File: config.mk
export PLATFORM = sky130hd
export DESIGN_NAME = ct_byte_packer
export DESIGN_NICKNAME = d
export VERILOG_FILES = /design/src/rtl/ct_byte_packer.sv
export SDC_FILE = /design/constraint.sdc
export NUM_CORES = 1
export LEC_CHECK = 0
export CORE_AREA = 4 4 86 88
export CTS_CLUSTER_SIZE = 16
export DETAILED_ROUTE_END_ITERATION = 6
export DIE_AREA = 0 0 90 92
export DONT_BUFFER_PORTS = 1
export PLACE_DENSITY = 0.86
export SLEW_MARGIN = 10
export SYNTH_ARGS = -nofsm -noshare
export SYNTH_HDL_FRONTEND = slang
export SYNTH_SLANG_ARGS = --single-unit
File: constraint.sdc
create_clock -name clk -period 2.5 [get_ports clk]
set_input_delay 0.5 -clock clk [delete_from_list [all_inputs] [get_ports clk]]
set_output_delay 0.5 -clock clk [all_outputs]
set_load 0.01 [all_outputs]
File: src/rtl/ct_byte_packer.sv
// ct_byte_packer
// Streams a compressed ML-KEM ciphertext out of the polynomial bank as bytes.
// It reads u[0..K-1] and then v through the bank host port. Each coefficient
// is bit-packed LSB-first, using DU bits for u and DV bits for v. The packed
// bytes leave on a valid/ready stream.
//
// Ports:
//   clk, rst        clock and asynchronous active-high reset
//   start, abort    one-cycle control pulses (abort wins over start)
//   busy, done      busy while packing; done pulses after the final byte
//   rd_slot/addr    bank host-port address, zero whenever idle
//   rd_data         bank read data, valid RD_LAT cycles after the address
//   out_valid/data  registered byte stream
//   out_last        flags the final ciphertext byte
//   out_ready       downstream acceptance
module ct_byte_packer #(
   parameter int K      = 3,
   parameter int DU     = 10,
   parameter int DV     = 4,
   parameter int U_BASE = 16,
   parameter int V_SLOT = 19,
   parameter int RD_LAT = 1
) (
   input  logic        clk,
   input  logic        rst,
   input  logic        start,
   input  logic        abort,
   output logic        busy,
   output logic        done,
   output logic [4:0]  rd_slot,
   output logic [7:0]  rd_addr,
   input  logic [11:0] rd_data,
   output logic        out_valid,
   output logic [7:0]  out_data,
   output logic        out_last,
   input  logic        out_ready
);

   localparam int TOTAL = 32 * (K * DU + DV);
   localparam int ACC_W = 18;
   localparam int BC_W  = 11;
   localparam logic [11:0]     MASK_U      = 12'((1 << DU) - 1);
   localparam logic [11:0]     MASK_V      = 12'((1 << DV) - 1);
   localparam logic [4:0]      LAST_U_SLOT = 5'(U_BASE + K - 1);
   localparam logic [4:0]      V_SLOT_L    = 5'(V_SLOT);
   localparam logic [4:0]      U_BASE_L    = 5'(U_BASE);
   localparam logic [1:0]      LAT_LAST    = 2'(RD_LAT - 1);
   localparam logic [BC_W-1:0] LAST_BYTE   = BC_W'(TOTAL - 1);

   typedef enum logic [2:0] {
      ST_IDLE,
      ST_FETCH,
      ST_WAIT,
      ST_EMIT,
      ST_FIN
   } state_t;

   state_t state, state_next;

   logic             is_v;
   logic [ACC_W-1:0] acc;
   logic [4:0]       bit_cnt;
   logic [1:0]       lat_cnt;
   logic [BC_W-1:0]  byte_cnt;

   logic             slot_free;
   logic             have_byte;
   logic             lat_done;
   logic             last_coef;
   logic [4:0]       cur_d;
   logic [ACC_W-1:0] coef_ext;

   // The output register can take a new byte when it is empty or is being
   // accepted this cycle; this allows back-to-back bytes.
   assign slot_free = !out_valid || out_ready;
   assign have_byte = bit_cnt >= 5'd8;
   assign lat_done  = lat_cnt == LAT_LAST;
   assign last_coef = is_v && (rd_addr == 8'd255);
   assign cur_d     = is_v ? 5'(DV) : 5'(DU);
   assign coef_ext  = {{(ACC_W-12){1'b0}}, rd_data & (is_v ? MASK_V : MASK_U)};

   assign busy = (state == ST_FETCH) || (state == ST_WAIT) || (state == ST_EMIT);
   assign done = (state == ST_FIN);

   // State register.
   always_ff @(posedge clk or posedge rst) begin
      if (rst) begin
         state <= ST_IDLE;
      end else begin
         state <= state_next;
      end
   end

   // Next-state logic. Abort overrides everything, including a start
   // in the same cycle.
   always_comb begin
      state_next = state;
      case (state)
         ST_IDLE:  if (start) state_next = ST_FETCH;
         ST_FETCH: state_next = ST_WAIT;
         ST_WAIT:  if (lat_done) state_next = ST_EMIT;
         ST_EMIT:  if (slot_free && !have_byte) state_next = last_coef ? ST_FIN : ST_FETCH;
         ST_FIN:   state_next = ST_IDLE;
         default:  state_next = ST_IDLE;
      endcase
      if (abort) state_next = ST_IDLE;
   end

   // Datapath. rd_slot/rd_addr double as the coefficient walk counters, so
   // they sit at zero in idle and hold steady through fetch/wait/emit.
   // A coefficient is only advanced once the output register is empty (or
   // draining), so no byte from the old coefficient is ever lost.
   always_ff @(posedge clk or posedge rst) begin
      if (rst) begin
         rd_slot   <= '0;
         rd_addr   <= '0;
         is_v      <= 1'b0;
         acc       <= '0;
         bit_cnt   <= '0;
         lat_cnt   <= '0;
         byte_cnt  <= '0;
         out_valid <= 1'b0;
         out_data  <= '0;
         out_last  <= 1'b0;
      end else if (abort) begin
         rd_slot   <= '0;
         rd_addr   <= '0;
         is_v      <= 1'b0;
         acc       <= '0;
         bit_cnt   <= '0;
         lat_cnt   <= '0;
         byte_cnt  <= '0;
         out_valid <= 1'b0;
         out_data  <= '0;
         out_last  <= 1'b0;
      end else begin
         case (state)
            ST_IDLE: begin
               if (start) begin
                  rd_slot  <= U_BASE_L;
                  rd_addr  <= '0;
                  is_v     <= 1'b0;
                  acc      <= '0;
                  bit_cnt  <= '0;
                  byte_cnt <= '0;
               end
            end
            ST_FETCH: begin
               lat_cnt <= '0;
            end
            ST_WAIT: begin
               if (lat_done) begin
                  acc     <= acc | (coef_ext << bit_cnt);
                  bit_cnt <= bit_cnt + cur_d;
               end else begin
                  lat_cnt <= lat_cnt + 2'd1;
               end
            end
            ST_EMIT: begin
               if (slot_free) begin
                  if (have_byte) begin
                     out_valid <= 1'b1;
                     out_data  <= acc[7:0];
                     out_last  <= (byte_cnt == LAST_BYTE);
                     acc       <= acc >> 8;
                     bit_cnt   <= bit_cnt - 5'd8;
                     byte_cnt  <= byte_cnt + 1'b1;
                  end else begin
                     out_valid <= 1'b0;
                     out_last  <= 1'b0;
                     if (last_coef) begin
                        rd_slot <= '0;
                        rd_addr <= '0;
                        is_v    <= 1'b0;
                     end else if (rd_addr == 8'd255) begin
                        rd_addr <= '0;
                        if (rd_slot == LAST_U_SLOT) begin
                           rd_slot <= V_SLOT_L;
                           is_v    <= 1'b1;
                        end else begin
                           rd_slot <= rd_slot + 5'd1;
                        end
                     end else begin
                        rd_addr <= rd_addr + 8'd1;
                     end
                  end
               end
            end
            ST_FIN: begin
               byte_cnt <= '0;
            end
            default: begin
               byte_cnt <= '0;
            end
         endcase
      end
   end

endmodule

==> metrics.md, run 1 <==
| Metric | Value |
|---|---|
| Critical path peak fanout | 7 |
| Min Tclk post-route | 2.18 ns |
| First-pass GRT wire length | 15.7 mm |
| Share of layout cells above drive strength 1 | 9.24% |
| Final HPWL DP | 6.60 mm |
| Port-buffer cells | 0 |
| Clk_skew | 0.0115 ns |
| Post-synthesis xor/xnor area fraction | 1.88% |
| Pwr Density | 558 mW/mm² |
| Row count | 30 |
| Num ports | 42 |
| Non-Filler Instances | 502 |
| Vias per Instance | 6.48 |
| Number of setup buffers added after CTS | 0 |
| Drt pass-1 iters | 4 |
| Adder-Cell Fraction of Synth Area | 3.56% |
| Clock Sinks | just over 60 |
| Cts bufs inserted | 9 |
| 1st-iter DRT viols | just over 300 |
| Ys async rst share | 100% |
| # resized after CTS | 0 |
| Hold slack | around 0.11 ns |
| Avg Synthesized Cell Area | 9.00 µm² |
| Vias in the first global route | 3289 |
| Fin nets | 444 |
| Post-route DRC | 0 |
| Synth Flop Type | dfrtp_1 |
| Reg-to-reg slack, setup | 0.32 ns |
| Crit path launch type | register |
| Max transition margin | 51.9% |
| Worst Path Buf+Inv | 1 |
| CORE AREA | 0.00664 mm² |
| Root buffer cell | clkbuf_8 |
| CP Cell Sequence | nor2b_1 -> nor3_1 -> buf_4 -> o21ai_0 -> o21ai_0 |
| Syn nets | 441 |
| DR WL/cell | 18.2 µm |
| Worst skew pair latency | 0.35 ns |
| Worst path max stage delay | 0.59 ns |
| Endpoints failing setup | 0 |
| Outcome | completed |
| # hold bufs at CTS | 0 |
| Top-area cell type share of the netlist area | 41.6% |
| # diodes | 0 |
| Worst VDD drop | roughly 0.00046 V |
| Mux share of post-synthesis cell area | 4.40% |
| Remaining antenna violation count | 0 |
| Area of the die | 0.00828 mm² |
| CP Capture Type | register |
| Kind of critical path | register to register |
| Initial Utilization | 56.1% |
| Post-Synth Simple-Gate Area | 21.1% |
| Pin count of the biggest net entering global routing | 35 |
| Area leader, netlist | dfrtp_1 |
| Leak Pwr | 1.77 nW |
| Worst Reg-to-Reg Cells | 5 |
| FILL cells | 564 |
| Multi-input logic area | 0.00201 mm² |
| Total routed wirelength | 9.11 mm |
| Register area | 0.00155 mm² |
| Placed Cells | 486 |
| GR Util All Layers | 23.1% |
| Final hold vios | 0 |
| Max-slew violation count | 0 |
| Cell Area, Synth | 0.00373 mm² |
| Area Growth Syn to Fin | 8.22% |
| Seq cells post-synth | 62 |
| Most Frequent Cell on Critical Path | o21ai_0 |
| Reg2reg start | out_valid |
| Hold/Removal Path Class | primary input to async pin |
| Compound-Gate Fraction of Synth Area | 23.1% |
| Clock Tree Buf Depth | 2 |
| Routability cong. | between 0.9 and 1 |
| Top cells by area, synth | dfrtp_1 (42%), nor2_1 (4.6%), o21ai_0 (3.9%) |
| CTS clk-pin slew, worst paths | 0.07 ns |
| Die W | 90 µm |
| Sequential share of the synthesized area | 41.6% |
| Initial antenna violation count | 0 |
| RSZ-0062 raised after global routing | false |
| Post-place setup slack | between 0.3 and 0.4 ns |
| Worst-margin pin slew | 0.715 ns |
| Fin crit share | 87.3% |
| Slowest CP cell | nor2b_1 |
| Final Worst Setup Slack | 0.319 ns |
| Routed via count | 3251 |
| EDFF count, synth | 0 |
| Synthesis Warnings | 0 |
| Worst EP required | roughly 2.7 ns |
| Total grt overflow | 0 |
| TritonCTS clock tree | built |
| Arrival @ worst endpoint | between 2 and 2.5 ns |
| Largest family of logic cells by synthesized area | compound AO/OA/AOI/OAI gates |
| Delay-heaviest family, CP | simple AND/OR/NAND/NOR gates |
| Die height | 92 µm |
| Fmax | 0.458 GHz |
| Final TNS setup | 0 ns |
| Post-synth cell types | 65 |
| Crit Reg-Reg Endpoint | byte_cnt[2] |
| Number of max-cap violations | 0 |
| CTS HTree Levels | 3 |
| Mapped Cells | 414 |
==> Yosys cell counts (all sizes together) (4+ instances only) <==
cell and count:
xor2 4, a21oi 18, nor4 8, a22oi 8, o31ai 8, o32a 4, mux2i 13, o21a 7
inv 17, nor2 46, buf 8, a21o 5, ha 9, a2bb2oi 4, nand2b 6, xnor2 4
nand2 34, o21ai 30, and2 5, clkbuf 14, o211a 6, nand4 5, o2bb2ai 6, dfrtp 62
nand3 17, a211o 4, nor3 16
==> logic make-up after synthesis <==
group,Yosys count
and+or+nand+nor,157
AOI/OAI and AO/OA,121
DFF,62
buffers and inverters,40
muxes,16
adders and majority gates,10
xor gates and xnor gates,8
==> per-layer routing <==
layer	GRT usage [%]	wire, µm	vias to the layer above
met1	28.7	3770	1600
met3	6.97	722	16
li1	-	-	1523
met5	0	0	-
met2	38.5	4490	112
met4	7.91	130	0
==> layout by cell type (no fill, tap or decap), types with 5 or more instances in the layout <==
master / netlist / layout
nand3_1: 17 / 17
nand4_1: 5 / 5
o21ai_0: 29 / 29
a21o_1: 5 / 5
o31ai_1: 8 / 8
nor2_1: 46 / 46
nand2b_1: 5 / 5
o2bb2ai_1: 6 / 6
ha_1: 9 / 9
nor3_1: 15 / 15
mux2i_1: 13 / 13
inv_1: 17 / 16
o21a_1: 7 / 7
a21oi_1: 18 / 18
a22oi_1: 8 / 8
clkbuf_8: 0 / 9
dfrtp_1: 62 / 62
o211a_1: 6 / 6
buf_4: 1 / 13
nand2_1: 34 / 34
nor4_1: 8 / 8
==> how the worst max path moves through the flow <==
stage | slack [ns] | end | startpoint | cells after the start
6_report | 0.32 | byte_cnt[2] | out_valid | 5
5_1_grt | 0.12 | rd_slot[3] | is_v | 5
4_1_cts | 0.32 | byte_cnt[2] | out_valid | 5
3_5_place_dp | 0.33 | byte_cnt[2] | out_ready | 5
3_3_place_gp | 0.39 | rd_slot[3] | state[1] | 5
2_1_floorplan | 0.11 | acc[2] | bit_cnt[3] | 9
==> per-stage QoR <==
stage               utilization [%]  total power (W)  cell area, µm²
global placement               58.0          0.00141            3850
finish                         60.7          0.00225            4030
detailed placement             58.0          0.00142            3850
CTS                            60.7          0.00225            4030
global route                   60.7          0.00235            4030
floorplan                         -          0.00134            3730
==> cell type report <==
class	count	share of cell area (%)
tap	80	2.48
clock buffer	12	3.35
clock inverter	4	1.18
timing repair buffer	14	2.92
multi-input combinational	312	49.9
sequential	62	38.5
inverter	18	1.67
==> flip-flops by register name, summed over array words and instances (netlist names) <==
register	cells
out_data	8
rd_addr	8
rd_slot	5
bit_cnt	4
state	3
out_last	1
is_v	1
acc	18
out_valid	1
lat_cnt	2
byte_cnt	11
==> report_power, final <==
group | total [W] | internal, W | switching (W)
Clock | 0.000847 | 0.000458 | 0.000389
Combinational | 0.000346 | 0.000127 | 0.000219
Sequential | 0.00106 | 0.00103 | 0.0000286
Power figures use the tool's default switching activity.
==> inputs of run 2 (changes only) <==
GPL_ROUTABILITY_DRIVEN = 0   (was unset)
TNS_END_PERCENT = 30   (was unset)
==> run 2 against run 1 <==
Net effect:
- hold slack worse by 0.0062 ns
- via count barely moved
- routed wire length shrank 1.8%
- final area grew 0.99%
- clock power grew 17%
- register-to-register slack about the same
- final cell count unchanged
- count of clock-buffer cells in the layout is 2 lower
- first-iteration DRC count down 28%
- utilization increased by 0.60 points
- sequential power about the same
==> metrics.md, run 2 (synthesis results as in run 1) <==
| Metric | Value |
|---|---|
| Sequential share of power | 44.2% |
| Worst EP required | 2.79 ns |
| Routed via count | 3252 |
| Initial Utilization | 56.1% |
| Num ports | 42 |
| Internal power | 0.00174 W |
| CTS HTree Levels | 3 |
| Worst-margin pin slew | around 0.73 ns |
| Hold/Removal Path Class | primary input to async pin |
| Fin crit share | 86.7% |
| # hold bufs at CTS | 0 |
| Post-route DRC | 0 |
| Root buffer cell | clkbuf_8 |
| Crit Reg-Reg Endpoint | rd_slot[3] |
| Vias in the first global route | between 3000 and 4000 |
| Vias per Instance | 6.48 |
| CTS clk-pin slew, worst paths | 0.07 ns |
| Clk pwr share | 41.4% |
| Hold slack | 0.107 ns |
| Initial antenna violation count | 0 |
| Fin nets | 444 |
| Die W | 90 µm |
| Fmax | 0.461 GHz |
| Top reg by flops | acc |
| Pin count of the biggest net entering global routing | 36 |
| Commonest cells after routing, fill and taps aside | dfrtp_1 (62), nor2_1 (46), nand2_1 (34), o21ai_0 (29), a21oi_1 (18) |
| CP Capture Type | register |
| Remaining antenna violation count | 0 |
| Total grt overflow | 0 |
| Clock Tree Buf Depth | 2 |
| DR WL/cell | 17.8 µm |
| Worst skew pair latency | 0.35 ns |
| Max-slew violation count | 0 |
| Pwr Density | 587 mW/mm² |
| Commonest non-fill, non-tap cell in the layout | dfrtp_1 |
| Clk_skew | 0.00727 ns |
| Endpoints failing setup | 0 |
| Final instance area | around 0.0041 mm² |
| Worst Reg-to-Reg Cells | 5 |
| RSZ-0062 raised after global routing | false |
| Number of max-cap violations | 0 |
| Placement Cell Area | 0.00385 mm² |
| Drt pass-1 iters | 5 |
| Total routed wirelength | 8.95 mm |
| Reg2reg start | state[1] |
| Kind of critical path | register to register |
| Crit. Startpoint | state[1] |
| Reg-to-reg slack, setup | 0.33 ns |
| Final TNS setup | 0 ns |
| Top flop regs | acc x18, byte_cnt x11 |
| First-pass GRT wire length | ~15 mm |
| Sw power | 0.000655 W |
| Area of the die | 0.00828 mm² |
| Port-buffer cells | 0 |
| Critical path peak fanout | 13 |
| Sw frac | between 20% and 30% |
| Share of layout cells above drive strength 1 | 9.95% |
| Die height | 92 µm |
| 1st-iter DRT viols | 217 |
| Final HPWL DP | 6.47 mm |
| FILL cells | approximately 550 |
| Max reg flops | 18 |
| Area Growth Syn to Fin | 9.30% |
| Cts bufs inserted | 9 |
| Fin util | around 61% |
| # resized after CTS | 0 |
| Min Tclk post-route | 2.17 ns |
| Crit path launch type | register |
| Worst VDD drop | 0.000310 V |
| # diodes | 0 |
| GR Util All Layers | about 23% |
| Arrival @ worst endpoint | 2.46 ns |
| Number of setup buffers added after CTS | 0 |
| Clock Sinks | 62 |
| Outcome | completed |
| Leak Pwr | approximately 1.8 nW |
| Max transition margin | 51.0% |
| Row count | 30 |
| TritonCTS clock tree | built |
| CORE AREA | 0.00664 mm² |
| Final hold vios | 0 |
| Gate power share | 14.5% |
[run 2: worst max path at each step]
stage            endpoint  slack [ns]  cells after the start
2_1_floorplan      acc[2]        0.11                      9
6_report       rd_slot[3]        0.33                      5
5_1_grt        rd_slot[3]        0.16                      6
4_1_cts        rd_slot[3]        0.35                      6
3_3_place_gp   rd_slot[3]        0.40                      5
3_5_place_dp   rd_slot[3]        0.37                      5
[run 2: power groups by stage]
stage / combinational, W / sequential (W) / clock [W]
2_1_floorplan: 0.000272 / 0.00106 / 0
5_1_grt: 0.000384 / 0.00106 / 0.00106
4_1_cts: 0.000343 / 0.00106 / 0.00101
3_3_place_gp: 0.000330 / 0.00107 / 0
3_5_place_dp: 0.000341 / 0.00107 / 0
6_report: 0.000346 / 0.00106 / 0.000991
[run 2: stage by stage]
step           power, W  cells  setup slack, ns
6_report        0.00239    502            0.333
3_5_place_dp    0.00142    486            0.370
4_1_cts         0.00241    502            0.352
5_1_grt         0.00250    502            0.161
3_3_place_gp    0.00140    486            0.398
2_1_floorplan   0.00134    414            0.115
[run 2: layout make-up]
cell class	instances	area (µm²)	share of cell area, %
Clock inverter	6	85.1	2.09
Tap cell	80	100	2.46
Sequential cell	62	1550	38.1
Multi-Input combinational cell	312	2010	49.4
Clock buffer	10	138	3.38
Timing Repair Buffer	14	118	2.89
Inverter	18	67.6	1.66
[run 2: layer usage]
layer / global-route usage, % / share of wire [%] / up-vias
met5: 0 / 0 / -
met4: 10.5 / 1.9 / 0
met3: 6.89 / 7.3 / 21
met2: 36.7 / 48 / 122
met1: 27.9 / 42 / 1579
li1: - / - / 1530
[run 2: critical path, cell delays in order, from the launching register on]
cell and delay (ns):
dfrtp_1 0.53, or3b_1 0.55, a21oi_1 0.23, o22ai_2 0.18
or4_1 0.55, nand2_1 0.07
==> inputs of run 3 (changes only) <==
CORE_AREA = 2 2 84 86   (was 4 4 86 88)
DIE_AREA = 0 0 86 88   (was 0 0 90 92)
==> run 3 against run 2 <==
Net effect:
- non-clock buffer count stayed put
- count of clock-buffer cells in the layout stayed put
- setup slack worse by 0.076 ns
- hold slack better by 0.0072 ns
- sequential cell count stayed put
- sequential share of layout area is 0.21 points higher
- via count is 0.74% higher
- utilization is 0.34 points lower
- highest routed layer unchanged
==> metrics.md, run 3 (synthesis results as in run 1) <==
| Metric | Value |
|---|---|
| Max reg flops | 18 |
| Worst VDD drop | 0.000372 V |
| RSZ-0062 raised after global routing | false |
| Endpoints failing setup | 0 |
| First-pass GRT wire length | 14.9 mm |
| Remaining antenna violation count | 0 |
| TritonCTS clock tree | built |
| Crit Reg-Reg Endpoint | rd_slot[3] |
| Final hold vios | 0 |
| Fin crit share | 89.7% |
| Commonest cells after routing, fill and taps aside | dfrtp_1 (62), nor2_1 (46), nand2_1 (34), o21ai_0 (29), a21oi_1 (18) |
| Clock Tree Buf Depth | 2 |
| # hold bufs at CTS | 0 |
| Arrival @ worst endpoint | 2.53 ns |
| CTS clk-pin slew, worst paths | 0.08 ns |
| Row count | 30 |
| GR Util All Layers | 25.1% |
| Pwr Density | roughly 570 mW/mm² |
| CP Capture Type | register |
| DR WL/cell | approximately 18 µm |
| CTS HTree Levels | 3 |
| Top flop regs | acc x18, byte_cnt x11 |
| Min Tclk post-route | 2.24 ns |
| Top reg by flops | acc |
| Worst Reg-to-Reg Cells | 7 |
| Worst-margin pin slew | between 0.6 and 0.7 ns |
| Clock Sinks | 62 |
| Initial antenna violation count | 0 |
| Post-route DRC | 0 |
| Vias in the first global route | 3128 |
| Clk_skew | 0.0131 ns |
| Final TNS setup | 0 ns |
| Port-buffer cells | 0 |
| Most Frequent Cell on Critical Path | inv_1 |
| Hold/Removal Path Class | primary input to async pin |
| Pin count of the biggest net entering global routing | 36 |
| Area Growth Syn to Fin | 8.69% |
| Share of layout cells above drive strength 1 | 9.98% |
| Num ports | 42 |
| # diodes | 0 |
| Vias per Instance | roughly 6.5 |
| Critical path peak fanout | 12 |
| CORE AREA | roughly 0.0066 mm² |
| Final HPWL DP | around 6.5 mm |
| Max transition margin | between 50% and 60% |
| Kind of critical path | register to register |
| Fmax | 0.446 GHz |
| Area of the die | 0.00757 mm² |
| Total grt overflow | 0 |
| Worst skew pair latency | roughly 0.34 ns |
| Initial Utilization | 56.1% |
| Total routed wirelength | 9.01 mm |
| Worst EP required | about 2.8 ns |
| Final Worst Setup Slack | 0.256 ns |
| Post-place setup slack | 0.264 ns |
| Drt pass-1 iters | 5 |
| Leak Pwr | around 1.8 nW |
| Fin nets | 444 |
| Worst path max stage delay | 0.55 ns |
| 1st-iter DRT viols | 234 |
| Routed via count | 3276 |
| Cts bufs inserted | 9 |
| Reg-to-reg slack, setup | 0.26 ns |
| CP Cell Sequence | inv_1 -> ha_2 -> inv_1 -> nor4_1 -> o22ai_2 -> or4_1 -> nand2_1 |
| Root buffer cell | clkbuf_8 |
| Slowest CP cell | or4_1 |
| Outcome | completed |
| Die W | 86 µm |
| Die height | a little under 90 µm |
| Number of max-cap violations | 0 |
| Max-slew violation count | 0 |
| Reg2reg start | bit_cnt[4] |
| Crit path launch type | register |
| Commonest non-fill, non-tap cell in the layout | dfrtp_1 |
==> run 3: changes by cell type in the layout (fill, tap and decap cells not counted), sizes merged <==
cell      change
bufinv        -1
clkinv        +1
clkinvlp      -1
==> run 3: how the worst max path moves through the flow <==
stage,end,slack [ns],from
after global routing,rd_slot[3],0.07,bit_cnt[4]
after detailed placement,rd_slot[3],0.26,bit_cnt[4]
after global placement,rd_slot[3],0.33,bit_cnt[4]
final,rd_slot[3],0.26,bit_cnt[4]
after floorplan,acc[2],0.11,bit_cnt[3]
after CTS,rd_slot[3],0.24,bit_cnt[4]
==> run 3: power by group <==
part / switching [W] / leakage [nW] / internal, W
logic: 0.000217 / 0.823 / 0.000127
clock network: 0.000417 / 0.0983 / 0.000483
registers: 0.0000311 / 0.859 / 0.00103
==> run 3: what timing repair did <==
| item | 4_1_cts | 5_1_grt |
|---|---|---|
| buffers inserted | 0 | 0 |
| endpoints found under the setup margin | 0 | 1 |
| hold endpoints to repair | 0 | 0 |
| gates resized for setup | 0 | 1 |
==> run 3: per-stage QoR <==
stage               hold slack [ns]  area (µm²)  cells  util, %  total power (W)
detailed placement            0.470        3850    486     58.0          0.00141
CTS                           0.125        4050    501     60.9          0.00231
floorplan                     0.448        3730    414        -          0.00134
finish                        0.115        4050    501     61.0          0.00230
global placement              0.470        3850    486     58.0          0.00140
global route                  0.144        4050    501     61.0          0.00239
==> run 3: area by class of cell <==
class	instances	area, µm²
repair buffers	14	118
multi-input cells	312	2020
clock buffers	10	138
inverters	18	67.6
flip-flops and latches	62	1550
fillers	569	2590
well taps	80	100
clock inverters	5	60.1
==> run 3: per-layer routing <==
layer | track usage (%) | up-vias | wire length [µm]
met5 | 0 | - | 0
met4 | 8.66 | 0 | 116
met3 | 8.20 | 14 | 737
met2 | 39.9 | 135 | 4240
met1 | 32.4 | 1587 | 3910
li1 | - | 1540 | -
==> run 3: worst max-delay path, delay by kind of cell, from the launching register on <==
kind	cells	cell delay, ns
flops	1	0.52
simple gates	3	0.96
fa+ha+maj	1	0.24
buf+inv	2	0.23
compound gates	1	0.23
